===== config.mk =====
export PLATFORM = sky130hd
export DESIGN_NAME = cache_control_flat
export DESIGN_NICKNAME = d
export VERILOG_FILES = /design/src/rtl/cache_control_pkg.sv /design/src/rtl/cache_control_if.sv /design/src/rtl/cache_control_perf_counters.sv /design/src/rtl/cache_control.sv /design/src/flat_wrapper.sv
export SDC_FILE = /design/constraint.sdc
export NUM_CORES = 1
export LEC_CHECK = 0
export ABC_CLOCK_PERIOD_IN_PS = 3300
export CAP_MARGIN = 5
export CORE_AREA = 5 5 42 44
export CTS_CLUSTER_DIAMETER = 80
export DETAILED_ROUTE_END_ITERATION = 10
export DIE_AREA = 0 0 47 49
export GPL_TIMING_DRIVEN = 0
export PLACE_DENSITY_LB_ADDON = 0.2
export SETUP_SLACK_MARGIN = 0.02
export SKIP_LAST_GASP = 1
export SYNTH_ARGS = -nofsm -noshare
export SYNTH_HDL_FRONTEND = slang
export SYNTH_SLANG_ARGS = --single-unit

===== constraint.sdc =====
create_clock -name clk -period 3.3 [get_ports clk]
set_clock_uncertainty 0.1 [all_clocks]
set_input_delay 0.825 -clock clk [delete_from_list [all_inputs] [get_ports clk]]
set_output_delay 0.825 -clock clk [all_outputs]
set_load 0.005 [all_outputs]

===== src/rtl/cache_control_pkg.sv =====
// Shared types and helpers for the 2-way set-associative LC-3b cache controller.
// Covers the controller states, the way select and per-way enables, and the victim choice.
package cache_control_pkg;

  typedef enum logic [1:0] {
    CHECK     = 2'd0,
    WRITEBACK = 2'd1,
    ALLOCATE  = 2'd2
  } cache_state_t;

  typedef logic       lc3b_way;
  typedef logic [1:0] lc3b_way_en;
  typedef logic [1:0] lc3b_mem_wmask;

  function automatic lc3b_way_en way_en(input lc3b_way way);
    way_en = way ? 2'b10 : 2'b01;
  endfunction

  // An empty way is always filled before anything valid is evicted.
  function automatic lc3b_way pick_victim(input logic valid0, input logic valid1,
                                          input lc3b_way lru);
    if (!valid0)      pick_victim = 1'b0;
    else if (!valid1) pick_victim = 1'b1;
    else              pick_victim = lru;
  endfunction

endpackage


===== src/rtl/cache_control_if.sv =====
// CPU-side request port and physical-memory port of the cache controller.
// The master drives requests and pmem_resp. The slave is the controller.
interface cache_control_if;
  import cache_control_pkg::*;

  // Handshake: mem_read/mem_write act as valid and stay high until the
  // one-cycle mem_resp pulse, which completes the request. pmem_read and
  // pmem_write act as valid and stay high until the one-cycle pmem_resp.
  // The two pmem requests are never high together.
  logic          mem_read;
  logic          mem_write;
  lc3b_mem_wmask mem_byte_enable;
  logic          mem_resp;
  logic          pmem_read;
  logic          pmem_write;
  logic          pmem_resp;
  logic          pmem_addr_sel;

  modport master (
    output mem_read, mem_write, mem_byte_enable, pmem_resp,
    input  mem_resp, pmem_read, pmem_write, pmem_addr_sel
  );

  modport slave (
    input  mem_read, mem_write, mem_byte_enable, pmem_resp,
    output mem_resp, pmem_read, pmem_write, pmem_addr_sel
  );

endinterface


===== src/rtl/cache_control_perf_counters.sv =====
// Saturating hit, miss and write-back event counters for the cache controller.
// The top level instantiates this block only when CACHE_PERF_CNT_EN is defined.
module cache_perf_counters #(
  parameter int CNT_WIDTH = 16
) (
  input  logic                 clk,
  input  logic                 rst_n,
  input  logic                 hit_ev,
  input  logic                 miss_ev,
  input  logic                 wb_ev,
  output logic [CNT_WIDTH-1:0] hit_cnt,
  output logic [CNT_WIDTH-1:0] miss_cnt,
  output logic [CNT_WIDTH-1:0] wb_cnt
);

  localparam logic [CNT_WIDTH-1:0] CNT_MAX = '1;
  localparam logic [CNT_WIDTH-1:0] CNT_ONE = CNT_WIDTH'(1);

  always_ff @(posedge clk or negedge rst_n) begin
    if (!rst_n) begin
      hit_cnt  <= '0;
      miss_cnt <= '0;
      wb_cnt   <= '0;
    end else begin
      if (hit_ev && (hit_cnt != CNT_MAX))   hit_cnt  <= hit_cnt + CNT_ONE;
      if (miss_ev && (miss_cnt != CNT_MAX)) miss_cnt <= miss_cnt + CNT_ONE;
      if (wb_ev && (wb_cnt != CNT_MAX))     wb_cnt   <= wb_cnt + CNT_ONE;
    end
  end

endmodule


===== src/rtl/cache_control.sv =====
// Control FSM of the 2-way set-associative LC-3b cache: hit handling, write-back and line allocate.
// Optional feature macro: CACHE_PERF_CNT_EN adds saturating hit_cnt/miss_cnt/wb_cnt outputs.
module cache_control
  import cache_control_pkg::*;
#(
  parameter int CNT_WIDTH = 16
) (
  input  logic                 clk,
  input  logic                 rst_n,
  cache_control_if.slave       bus,
  input  logic                 hit0,
  input  logic                 hit1,
  input  logic                 valid0,
  input  logic                 valid1,
  input  logic                 dirty0,
  input  logic                 dirty1,
  input  lc3b_way              lru_out,
  output lc3b_way              way_sel,
  output logic                 datain_sel,
  output lc3b_way_en           data_write,
  output lc3b_way_en           tag_write,
  output lc3b_way_en           valid_write,
  output lc3b_way_en           dirty_write,
  output logic                 dirty_in,
  output logic                 lru_write,
  output lc3b_way              lru_in,
  output cache_state_t         state_dbg
`ifdef CACHE_PERF_CNT_EN
  ,
  output logic [CNT_WIDTH-1:0] hit_cnt,
  output logic [CNT_WIDTH-1:0] miss_cnt,
  output logic [CNT_WIDTH-1:0] wb_cnt
`endif
);

  cache_state_t state;
  cache_state_t state_next;
  logic         req;
  logic         is_write;
  logic         hit;
  lc3b_way      hitway;
  lc3b_way      victim;
  logic         victim_dirty;

  // A simultaneous read and write request is handled as a write.
  assign req          = bus.mem_read | bus.mem_write;
  assign is_write     = bus.mem_write;
  assign hit          = (hit0 & valid0) | (hit1 & valid1);
  assign hitway       = hit1 & valid1;
  assign victim       = pick_victim(valid0, valid1, lru_out);
  assign victim_dirty = victim ? (dirty1 & valid1) : (dirty0 & valid0);
  assign state_dbg    = state;

  always_ff @(posedge clk or negedge rst_n) begin
    if (!rst_n) state <= CHECK;
    else        state <= state_next;
  end

  always_comb begin
    state_next        = state;
    bus.mem_resp      = 1'b0;
    bus.pmem_read     = 1'b0;
    bus.pmem_write    = 1'b0;
    bus.pmem_addr_sel = 1'b0;
    way_sel           = 1'b0;
    datain_sel        = 1'b0;
    data_write        = 2'b00;
    tag_write         = 2'b00;
    valid_write       = 2'b00;
    dirty_write       = 2'b00;
    dirty_in          = 1'b0;
    lru_write         = 1'b0;
    lru_in            = 1'b0;

    unique case (state)
      CHECK: begin
        if (req && hit) begin
          bus.mem_resp = 1'b1;
          way_sel      = hitway;
          lru_write    = 1'b1;
          lru_in       = ~hitway;
          if (is_write && (bus.mem_byte_enable != 2'b00)) begin
            datain_sel  = 1'b1;
            data_write  = way_en(hitway);
            dirty_write = way_en(hitway);
            dirty_in    = 1'b1;
          end
        end else if (req) begin
          state_next = victim_dirty ? WRITEBACK : ALLOCATE;
        end
      end
      WRITEBACK: begin
        bus.pmem_write    = 1'b1;
        bus.pmem_addr_sel = 1'b1;
        way_sel           = victim;
        if (bus.pmem_resp) state_next = ALLOCATE;
      end
      ALLOCATE: begin
        bus.pmem_read = 1'b1;
        way_sel       = victim;
        // The incoming line lands clean. A pending CPU write is merged by the re-check hit.
        if (bus.pmem_resp) begin
          data_write  = way_en(victim);
          tag_write   = way_en(victim);
          valid_write = way_en(victim);
          dirty_write = way_en(victim);
          state_next  = CHECK;
        end
      end
      default: state_next = CHECK;
    endcase

    // Reset is asynchronous, so every output has to drop with it, not at the next edge.
    if (!rst_n) begin
      bus.mem_resp      = 1'b0;
      bus.pmem_read     = 1'b0;
      bus.pmem_write    = 1'b0;
      bus.pmem_addr_sel = 1'b0;
      way_sel           = 1'b0;
      datain_sel        = 1'b0;
      data_write        = 2'b00;
      tag_write         = 2'b00;
      valid_write       = 2'b00;
      dirty_write       = 2'b00;
      dirty_in          = 1'b0;
      lru_write         = 1'b0;
      lru_in            = 1'b0;
    end
  end

`ifdef CACHE_PERF_CNT_EN
  logic refill_q;
  logic hit_ev;
  logic miss_ev;
  logic wb_ev;

  // The first CHECK cycle after a fill is the re-check of the missed request.
  // That cycle is not counted as a hit.
  always_ff @(posedge clk or negedge rst_n) begin
    if (!rst_n) refill_q <= 1'b0;
    else        refill_q <= (state == ALLOCATE) && bus.pmem_resp;
  end

  assign hit_ev  = (state == CHECK) && bus.mem_resp && !refill_q;
  assign miss_ev = (state == CHECK) && req && !hit;
  assign wb_ev   = (state == CHECK) && (state_next == WRITEBACK);

  cache_perf_counters #(.CNT_WIDTH(CNT_WIDTH)) u_perf (
    .clk      (clk),
    .rst_n    (rst_n),
    .hit_ev   (hit_ev),
    .miss_ev  (miss_ev),
    .wb_ev    (wb_ev),
    .hit_cnt  (hit_cnt),
    .miss_cnt (miss_cnt),
    .wb_cnt   (wb_cnt)
  );
`else
  // CNT_WIDTH only sizes the perf counters, which are not built here.
  if (CNT_WIDTH < 1) begin : g_cnt_width_unused
  end
`endif

endmodule

===== src/flat_wrapper.sv =====
// flat-port wrapper written by rule: the top's interface ports become plain ports
module cache_control_flat import cache_control_pkg::*;
#(
  parameter int CNT_WIDTH = 16
)
  (clk, rst_n, hit0, hit1, valid0, valid1, dirty0, dirty1, lru_out, way_sel, datain_sel, data_write, tag_write, valid_write, dirty_write, dirty_in, lru_write, lru_in, state_dbg, bus_mem_read, bus_mem_write, bus_mem_byte_enable, bus_pmem_resp, bus_mem_resp, bus_pmem_read, bus_pmem_write, bus_pmem_addr_sel);
  cache_control_if bus_i ();
  input  logic clk;
  input  logic rst_n;
  input  logic hit0;
  input  logic hit1;
  input  logic valid0;
  input  logic valid1;
  input  logic dirty0;
  input  logic dirty1;
  input  lc3b_way lru_out;
  output lc3b_way way_sel;
  output logic datain_sel;
  output lc3b_way_en data_write;
  output lc3b_way_en tag_write;
  output lc3b_way_en valid_write;
  output lc3b_way_en dirty_write;
  output logic dirty_in;
  output logic lru_write;
  output lc3b_way lru_in;
  output cache_state_t state_dbg;
  input wire logic [$bits(bus_i.mem_read)-1:0] bus_mem_read;
  input wire logic [$bits(bus_i.mem_write)-1:0] bus_mem_write;
  input wire logic [$bits(bus_i.mem_byte_enable)-1:0] bus_mem_byte_enable;
  input wire logic [$bits(bus_i.pmem_resp)-1:0] bus_pmem_resp;
  output wire logic [$bits(bus_i.mem_resp)-1:0] bus_mem_resp;
  output wire logic [$bits(bus_i.pmem_read)-1:0] bus_pmem_read;
  output wire logic [$bits(bus_i.pmem_write)-1:0] bus_pmem_write;
  output wire logic [$bits(bus_i.pmem_addr_sel)-1:0] bus_pmem_addr_sel;
  assign bus_i.mem_read = bus_mem_read;
  assign bus_i.mem_write = bus_mem_write;
  assign bus_i.mem_byte_enable = bus_mem_byte_enable;
  assign bus_i.pmem_resp = bus_pmem_resp;
  assign bus_mem_resp = bus_i.mem_resp;
  assign bus_pmem_read = bus_i.pmem_read;
  assign bus_pmem_write = bus_i.pmem_write;
  assign bus_pmem_addr_sel = bus_i.pmem_addr_sel;
  cache_control #(.CNT_WIDTH(CNT_WIDTH)) u_core (.clk(clk), .rst_n(rst_n), .bus(bus_i), .hit0(hit0), .hit1(hit1), .valid0(valid0), .valid1(valid1), .dirty0(dirty0), .dirty1(dirty1), .lru_out(lru_out), .way_sel(way_sel), .datain_sel(datain_sel), .data_write(data_write), .tag_write(tag_write), .valid_write(valid_write), .dirty_write(dirty_write), .dirty_in(dirty_in), .lru_write(lru_write), .lru_in(lru_in), .state_dbg(state_dbg));
endmodule

; Word level (Yosys, flattened, before mapping)
; Cells that the tools add are included.
; Widths: inputs -> output; s select.
[word_totals]
elab_cells = 55
register_bits = 2
inputBits = 14
out_inout_bits = 19
[op_classes]
n_eq_ne = 6
reduce_logical = 6
n_mux = 35
bitwise = 7
[op_table]
columns = op, count
row1 = $mux 2, 13
row2 = $mux 1, 19
row3 = $ne 2x2->1 const B, 3
row4 = $pmux 2 s3, 1
row5 = $and 1x1->1, 4
row6 = $pmux 2 s2, 1
row7 = $reduce_and 4->1, 1
row8 = $eq 2x1->1 const B, 1
row9 = $eq 2x2->1 const B, 1
row10 = $logic_and 1x1->1, 2
row11 = $logic_not 2->1, 1
row12 = $ne 2x1->1 const B, 1
row13 = $or 1x1->1, 2
row14 = $pmux 1 s2, 1
row15 = $reduce_bool 2->1, 1
row16 = $reduce_or 2->1, 1
row17 = $not 1->1, 1

; Longest topological paths before layout
[logic_depth]
depth_word = 7
ltp_mapped = 6
depth_no_buf = 5

; Worst setup path after synthesis
; OpenSTA, ideal clock, no wires.
[synth_path]
kind = in2out
startpoint = input port lru_out
endpoint = output port dirty_write[1]
path_buffers = 1
required_ns = 2.375
slack_ns = 0.876
path_stages = 4
t_arrival_ns = 1.499
path_cell_list = nand2b_1 nand4_1 a21boi_0 buf_4
[synth_via]
elab_chain_len = 6
[synth_rtl]
columns = element, line
row1 = start: declaration, flat_wrapper.sv:16  ; input lc3b_way lru_out;
row2 = $mux 1, cache_control_pkg.sv:23  ; else if (!valid1) pick_victim = 1'b1;
row3 = $mux 1, cache_control_pkg.sv:22  ; if (!valid0) pick_victim = 1'b0;
row4 = $mux 2 (2 in a row), n/a
row5 = $pmux 2 s2, n/a
row6 = $mux 2, n/a
row7 = end: declaration, flat_wrapper.sv:22  ; output lc3b_way_en dirty_write;
; No other way between the ends.

; Worst setup path after layout
[layout_path]
startpoint = input port bus_mem_read
endpoint = output port lru_write
[layout_via]
elab_chain_len = 5
[layout_rtl]
columns = element, line
row1 = start: declaration, flat_wrapper.sv:27  ; input wire logic [$bits(bus_i.mem_read)-1:0] bus_mem_read;
row2 = $or 1x1->1, cache_control.sv:46  ; assign req = bus.mem_read | bus.mem_write;
row3 = $logic_and 1x1->1, cache_control.sv:77  ; if (req && hit) begin
row4 = $mux 1, cache_control.sv:77
row5 = $mux 1, cache_control.sv:75  ; unique case (state)
row6 = $mux 1, cache_control.sv:114  ; if (!rst_n) begin
row7 = end: declaration, flat_wrapper.sv:24  ; output logic lru_write;
; No other way between the ends.

==> metrics.txt <==
status=finished, final reports clean; drc violations=0; Final GP Congestion=0.780; DIE HEIGHT=49 um; grt met3 use=0.0111; vias per cell=5.05; Hold Fails Final Rpt=0; switching power=129 uW; CP Data Required Time=2370 ps; cell internal pwr=209 uW; sequential area share after synthesis=0.119; Clock power frac=0.157; Root Driver=clkbuf_4; Worst slew margin=0.699; Slew Limit Fails=0; Worst Path Max Fanout=3; min cycle time layout=3220 ps; total power=338 uW; Final ANT Viol Nets=0; Max IR drop VDD=0.309 mV; sequential cell fraction of total power=0.129; Distinct cells, synth=27; final cell utilization of the core=0.594; core area=1400 um^2; Mapped Cells=56; cell area power density=406 nW/um^2; Iter 0 DRT Violations=0; syn_nets=74; ranking of synthesized cells by area=buf_4 (13%), dfrtp_1 (12%), ha_1 (12%); CTS tree=built; Port Buffers=31; min-delay worst type=primary input to asynchronous set/reset pin; num rows=14; dpl cells=103; GR Util All Layers=0.123; io pins=33; RSZ-0062 raised after global routing=yes; total of max-cap violations=0; Final Non-Filler Cells=107; fillers=121; WP data arrival=2300 ps; CTS Buf Count=3; clk sinks=2; Slew @ Worst Pin=451 ps; drt total wl=1340 um; clk_lat worst skew=220 ps; static leakage=0.000438 uW; Wirelength per Cell=12.5 um; Longest Clk Path Bufs=2; Top Usage Layer GRT=met2; commonest cells after routing, fill and taps aside=clkdlybuf4s50_1 (21), buf_4 (8), dlymetal6s2s_1 (6), nand2_1 (5); Startpoint Class=primary input; Gate power share=0.714; global-route wire length before repair=2150 um; post-synth top area share=0.125; Max H-tree Level=1; grt ovf=0; Cell Area, Synth=419 um^2; synth warn=0; final worst path period share=0.977; leading area contributor after synthesis=buf_4; sw frac=0.381; Vias=540; vias in the first global route=521; Die ar.=2300 um^2; total of flip-flops plus latches after synthesis=2; Setup-failing EPs final=0; Fmax=310 MHz; initial antenna violation count=0; met2 Usage GRT=0.231; CP Class=primary input to output port; clock transition at the registers of the reported paths=30 ps; synthesized area per cell=7.48 um^2; Initial Utilization=0.299; Die W=47 um; Area Growth Syn to Fin=98.5%; Net count, final=111; post-layout worst setup margin=75.7 ps; most common cell after layout, fill and taps aside=clkdlybuf4s50_1; endpoint type of the worst setup path=output port; final hold slack=496 ps; CTS Hold Bufs=0; Inserted Diodes=0; met1 usage=0.127; pre-CTS WS=-139 ps; max FFs per register=2; Pre-antenna DRT Iters=1; largest net degree at the start of global routing=10; layout cells sized above 1=0.253
[cell families (layout without fill, tap and decap cells)]
family | after synthesis | count (layout) | synth area share
adder cells (fa/ha/maj) | 4 | 4 | 0.119
AND/OR/NAND/NOR | 23 | 23 | 0.287
multiplexers | 1 | 1 | 0.0239
flip-flops | 2 | 2 | 0.119
buffers and inverters | 10 | 45 | 0.155
AO/OA/AOI/OAI | 16 | 16 | 0.296
[cells in the mapped netlist]
cell and n:
a211o_2 1, a21boi_0 1, a21oi_1 2, a22o_1 1, a22oi_1 2, a32oi_1 1
and2_1 3, buf_2 1, buf_4 7, dfrtp_1 2, ha_1 4, inv_1 2
mux2i_1 1, nand2_1 6, nand2b_1 2, nand3_1 2, nand4_1 1, nor2_1 2
nor3_1 4, nor3b_1 2, o211ai_1 1, o211ai_2 1, o21a_1 2, o21ai_0 2
o21ba_2 1, o41ai_1 1, or4_1 1
[power groups by stage]
stage | sequential [uW] | combinational, uW | clock [uW]
after floorplan | 43.2 | 122 | 0
after global placement | 43.1 | 222 | 0
after detailed placement | 43.9 | 225 | 0
after CTS | 43.8 | 229 | 56.7
after global routing | 46.0 | 262 | 57.1
final | 43.6 | 241 | 53.1
[critical path, cell delays in order]
cell	delay (ps)
clkdlybuf4s50_1	480
o21a_1	170
nand2_2	120
nor2_4	110
buf_4	100
clkdlybuf4s50_1	490
[routing by layer]
metal	wire length [um]	up-vias
met5	0	-
met4	0	0
met3	109	0
met2	745	18
met1	482	249
li1	-	273
[area by class of cell]
class                           instances  area [um^2]  area share
Multi-Input combinational cell         44          347       0.417
Buffer                                  8         57.6      0.0692
Tap cell                               16         20.0      0.0241
Clock buffer                            3         22.5      0.0271
Sequential cell                         2         50.0      0.0602
Timing Repair Buffer                   32          328       0.394
Inverter                                2         7.51     0.00902
[path summary, 6_finish.rpt]
path	slack, ps	depth (start not counted)	startpoint	to
max	80	6	bus_mem_read	lru_write
min	500	1	rst_n	u_core.state_dbg[1]
max reg2reg	1390	5	u_core.state_dbg[0]	u_core.state_dbg[0]
min reg2reg	540	2	u_core.state_dbg[0]	u_core.state_dbg[0]
max in group asynchronous	2370	1	rst_n	u_core.state_dbg[0]
min in group clk	540	2	u_core.state_dbg[0]	u_core.state_dbg[0]
[timing repair]
item | CTS | global route
pin swaps | 3 | 7
buffers inserted | 0 | 1
resized for setup | 11 | 11
hold endpoints to repair | 0 | 0
setup endpoints to repair | 10 | 7
[per-stage QoR]
step,TNS [ps],cell area [um^2]
2_1_floorplan,0,419
3_3_place_gp,-511,749
3_5_place_dp,-513,749
4_1_cts,0,788
5_1_grt,-2.56,832
6_report,0,832
Note: power is estimated with default switching activity, not from simulation.
